`src/rtl/shift_frame_rx.sv`:
```
// Framed serial receiver: start, direction, WIDTH data bits LSB-first, [parity], stop.
// Define SHIFT_FRAME_RX_PARITY_EN to add an even-parity bit ahead of the stop bit.
//
// state   | meaning
// --------+--------------------------------------------------
// IDLE    | line idle, waiting for a low start bit
// DIR     | next sample is the direction bit
// DATA    | shifting data bits into shreg_q[cnt_q]
// PARITY  | next sample is the even-parity bit (parity build only)
// STOP    | next sample is the stop bit; frame accepted or dropped
module shift_frame_rx #(
   parameter int WIDTH = 8,
   parameter int CNT_W = 8
) (
   input  logic             clk,
   input  logic             rst,
   input  logic             bit_en,
   input  logic             sin,
   output logic             load,
   output logic [WIDTH-1:0] data_in,
   output logic             left_right,
   output logic             busy,
   output logic             frame_err,
   output logic [CNT_W-1:0] good_cnt
);

   localparam int CW = (WIDTH > 1) ? $clog2(WIDTH) : 1;
   localparam logic [CW-1:0] LAST_BIT = CW'(WIDTH - 1);

   typedef enum logic [2:0] {
      S_IDLE   = 3'd0,
      S_DIR    = 3'd1,
      S_DATA   = 3'd2,
`ifdef SHIFT_FRAME_RX_PARITY_EN
      S_PARITY = 3'd3,
`endif
      S_STOP   = 3'd4
   } state_t;

   state_t           state_q;
   logic [CW-1:0]    cnt_q;
   logic [WIDTH-1:0] shreg_q;
   logic             dir_q;
   logic             load_q;
   logic [WIDTH-1:0] data_q;
   logic             lr_q;
   logic             busy_q;
   logic             err_q;
   logic [CNT_W-1:0] good_cnt_q;
   logic             frame_ok_d;

`ifdef SHIFT_FRAME_RX_PARITY_EN
   logic perr_q;

   always_comb begin
      frame_ok_d = sin & ~perr_q;
   end
`else
   always_comb begin
      frame_ok_d = sin;
   end
`endif

   always_ff @(posedge clk or posedge rst) begin
      if (rst) begin
         state_q    <= S_IDLE;
         cnt_q      <= '0;
         shreg_q    <= '0;
         dir_q      <= 1'b0;
         load_q     <= 1'b0;
         data_q     <= '0;
         lr_q       <= 1'b0;
         busy_q     <= 1'b0;
         err_q      <= 1'b0;
         good_cnt_q <= '0;
`ifdef SHIFT_FRAME_RX_PARITY_EN
         perr_q     <= 1'b0;
`endif
      end else begin
         load_q <= 1'b0;
         err_q  <= 1'b0;
         if (bit_en) begin
            case (state_q)
               S_IDLE: begin
                  if (!sin) begin
                     state_q <= S_DIR;
                     busy_q  <= 1'b1;
`ifdef SHIFT_FRAME_RX_PARITY_EN
                     perr_q  <= 1'b0;
`endif
                  end
               end
               S_DIR: begin
                  dir_q   <= sin;
                  cnt_q   <= '0;
                  state_q <= S_DATA;
               end
               S_DATA: begin
                  shreg_q[cnt_q] <= sin;
                  cnt_q          <= cnt_q + 1'b1;
                  if (cnt_q == LAST_BIT) begin
`ifdef SHIFT_FRAME_RX_PARITY_EN
                     state_q <= S_PARITY;
`else
                     state_q <= S_STOP;
`endif
                  end
               end
`ifdef SHIFT_FRAME_RX_PARITY_EN
               S_PARITY: begin
                  // even parity: XOR over dir, data and parity bit must be 0
                  perr_q  <= ^{dir_q, shreg_q, sin};
                  state_q <= S_STOP;
               end
`endif
               S_STOP: begin
                  if (frame_ok_d) begin
                     load_q <= 1'b1;
                     data_q <= shreg_q;
                     lr_q   <= dir_q;
                     if (good_cnt_q != {CNT_W{1'b1}}) good_cnt_q <= good_cnt_q + 1'b1;
                  end else begin
                     err_q <= 1'b1;
                  end
                  busy_q  <= 1'b0;
                  state_q <= S_IDLE;
               end
               default: begin
                  busy_q  <= 1'b0;
                  state_q <= S_IDLE;
               end
            endcase
         end
      end
   end

   assign load       = load_q;
   assign data_in    = data_q;
   assign left_right = lr_q;
   assign busy       = busy_q;
   assign frame_err  = err_q;
   assign good_cnt   = good_cnt_q;

endmodule

```
`config.mk`:
```
export PLATFORM = sky130hd
export DESIGN_NAME = shift_frame_rx
export DESIGN_NICKNAME = d
export VERILOG_FILES = /design/src/rtl/shift_frame_rx.sv
export SDC_FILE = /design/constraint.sdc
export NUM_CORES = 1
export LEC_CHECK = 0
export BUFFER_PORTS_ARGS = -buffer_cell sky130_fd_sc_hd__buf_2
export CORE_ASPECT_RATIO = 1.75
export CORE_MARGIN = 2
export CORE_UTILIZATION = 53
export CTS_BUF_LIST = sky130_fd_sc_hd__clkbuf_2 sky130_fd_sc_hd__clkbuf_4 sky130_fd_sc_hd__clkbuf_8
export CTS_CLUSTER_DIAMETER = 60
export DETAILED_ROUTE_END_ITERATION = 8
export PLACE_DENSITY = 0.78
export RECOVER_POWER = 100
export SETUP_SLACK_MARGIN = 0.05
export SYNTH_ARGS = -nofsm -noshare
export SYNTH_HDL_FRONTEND = slang
export SYNTH_SLANG_ARGS = --single-unit
```
`constraint.sdc`:
```
create_clock -name clk -period 1.65 [get_ports clk]
set_input_delay 0.165 -clock clk [delete_from_list [all_inputs] [get_ports clk]]
set_output_delay 0.165 -clock clk [all_outputs]
set_load 0.02 [all_outputs]
```
==> impl_metrics.tcl <==
set metrics [dict create \
    required_ns 1.82 \
    core_mm2 0.00293 \
    die_h_um 77.7 \
    cts_sinks 35 \
    synth.top_cell.area_share_pct 53.3 \
    final_area_mm2 0.00197 \
    multiInputGateArea_um2 736 \
    power-per-cell-area_mw_per_mm2 1250 \
    die_w_um 46.1 \
    drc 0 \
    slowest_delay_ns 0.44 \
    htree_levels 2 \
    worstPathArrival_ns 1.76 \
    p_leak_nw 0.940 \
    p_sw_share_pct 28.1 \
    slowest_stage "dfrtp_2" \
    clk_pin_slew_ns 0.07 \
    io_pins 24 \
    grt_max_degree 36 \
    avgViaCountPerCell 5.64 \
    slew_violations 0 \
    tns_ns 0 \
    synth_area_mm2 0.00164 \
    ant_nets 0 \
    status "finished clean" \
    ys_seq_area_share_pct 53.3 \
    ys_types 42 \
    peakVddDrop_uv 814 \
    first_pass_iters 4 \
    cp-start-kind "register" \
    antenna_found_initial 0 \
    hold_path_class "primary input to register" \
    fillers 221 \
    place_congestion 0.801 \
    grt_pass1_vias 1142 \
    fp.dieArea_mm2 0.00358 \
    root_buffer "clkbuf_8" \
    cts-buffers-inserted 5 \
    synth.avg_cell_area_um2 12.5 \
    start_util_pct 56.1 \
    yosysTopAreaCell "dfrtp_1" \
    worstMarginPinSlew_ns 0.841 \
    fin_skew_ns 0.00720 \
    hold_viol 0 \
    tritoncts "done" \
    drtIter0Drc 11 \
    grt_remaining_overflow 0 \
    n_antenna_cell 0 \
    path_class "register to register" \
    p_clk_share_pct 30.6 \
    seqCellArea_um2 877 \
    placed_cell_area_mm2 0.00182 \
    fmax_mhz 632 \
    p_int_mw 1.76 \
    drive_above_1_share_pct 32.4 \
    clkLatencyLatePin_ns 0.28 \
    vias 1117 \
    yosysWarnings 0 \
    rsz0062_at_grt "true" \
    io_buffers 23 \
    switchingPower_uw 690 \
    p_seq_share_pct 47.6 \
    fin_nets 176 \
    crit_chain "nor3b_4, nand3_2, nor3b_2, mux2_2" \
    grt_usage_pct 18.3 \
    syn_nets 138 \
    path_max_fanout 5 \
    synth-seq-cells 35 \
    synthCells 131 \
    drt_wl_total_um 2920 \
    finalSetupViolCount 0 \
    period_share_pct 95.9 \
    cap_violations 0 \
    rows 26 \
    p_comb_share_pct 21.8 \
    wire_per_inst_um 14.8 \
    maxSlewHeadroom_pct 43.9 \
    area_growth_syn_to_layout_pct 19.7 \
    min_period_ns 1.58 \
    hpwl_um 2150 \
    clockBufferDepth 2 \
    critPathCaptureType "register" \
    grt_pass1_wl_um 4820 \
    synthTopCellsByArea "dfrtp_1 53%, mux2_2 12%, mux2_4 2.7%" \
]
[state kept, by name, indices dropped and copies added, names as in the netlist, 3 cells and up]
register  cells
good_cnt      8
state_q       3
cnt_q         3
data_in       8
shreg_q       8
[power groups by stage]
stage / clock network [mW] / registers [mW] / logic (mW)
finish: 0.752 / 1.17 / 0.535
global route: 0.806 / 1.19 / 0.599
CTS: 0.774 / 1.16 / 0.521
detailed placement: 0 / 1.18 / 0.512
global placement: 0 / 1.16 / 0.490
floorplan: 0 / 1.13 / 0.416
[synth_stat cells, drive strengths merged]
cell type / count
mux2: 21
a21o: 1
nand3b: 3
buf: 5
and4: 1
xor2: 1
nand4: 2
clkbuf: 1
o31ai: 1
nor3: 3
o21ai: 3
inv: 4
nor4: 2
xnor2: 2
o21a: 1
and3b: 2
nand2b: 3
nand2: 10
o22ai: 1
and3: 2
ha: 3
and2: 3
nand3: 6
o41ai: 1
a31oi: 1
nor3b: 3
a21boi: 1
nor2b: 1
dfrtp: 35
a21oi: 2
nor2: 2
a22o: 4
[timing repair]
item	CTS	global route
buffers inserted	1	3
gates resized for setup	2	5
hold endpoints to repair	35	0
gates cloned	0	0
endpoints found under the setup margin	6	6
pin swaps	2	4
hold buffers	1	0
[area by class of cell]
| class | count | area share (%) |
|---|---|---|
| clock buffers | 5 | 3.50 |
| clock inverters | 3 | 2.23 |
| inverters | 4 | 0.763 |
| multi-input cells | 86 | 37.4 |
| flip-flops and latches | 35 | 44.6 |
| well taps | 28 | 1.78 |
| repair buffers | 37 | 9.73 |
[critical path: cells and delay by family, from the launching register on]
family           cells  cell delay, ns
DFF                  1            0.44
muxes                1            0.34
and+or+nand+nor      3            0.69
[per-layer routing]
metal  track usage, %  wire (um)  vias up
li1                 -          -      545
met1             18.2       1110      549
met2             33.5       1690       18
met3             4.88         84        5
met4             6.86         40        0
met5                0          0        -
[placed cells by master, fill, tap and decap left out, types with 2 or more instances in the layout]
cell type	synthesis	layout
inv_1	4	4
nand2b_1	2	2
dfrtp_1	35	34
and2_1	3	2
nand3b_1	3	3
a21oi_1	2	2
ha_1	3	3
xnor2_1	2	2
nand3_1	5	5
clkbuf_8	0	5
buf_2	3	3
mux2_4	3	3
a22o_1	4	4
and3_1	2	2
nor2_1	2	2
nand2_1	9	9
nand4_1	2	2
buf_4	1	11
mux2_2	18	18
o21ai_0	3	3
and3b_1	1	2
nor3b_2	0	2
clkbuf_1	1	21
[through the flow]
step | setup slack (ns) | power [mW] | std cells | hold WS [ns] | utilization, %
final | 0.0674 | 2.45 | 198 | 0.174 | 67.2
after global routing | 0.00704 | 2.60 | 198 | 0.176 | 67.2
after CTS | 0.0252 | 2.46 | 195 | 0.164 | 66.9
after detailed placement | 0.00603 | 1.69 | 185 | 0.281 | 62.3
after global placement | 0.0563 | 1.65 | 185 | 0.272 | 62.3
after floorplan | 0.0753 | 1.55 | 131 | 0.264 | -
[path summary, 6_finish.rpt]
kind / start / to / slack [ns] / cells past startpoint
max: state_q[0] / shreg_q[5] / 0.07 / 4
min: bit_en / busy / 0.17 / 2
max reg2reg: state_q[0] / shreg_q[5] / 0.07 / 4
min reg2reg: data_in[6] / data_in[6] / 0.51 / 1
max in group asynchronous: rst / state_q[0] / 0.39 / 4
min in group asynchronous: rst / data_in[6] / 0.67 / 4
[cells by family after synthesis]
kind of cell,count (synthesis),synth area share [%]
buffers and inverters,10,3.20
DFF,35,53.3
muxes,21,15.1
xor gates and xnor gates,3,1.60
AOI/OAI and AO/OA,16,6.78
adders and majority gates,3,2.29
and+or+nand+nor,43,17.7
No activity file was read; power rests on OpenSTA's default activity.
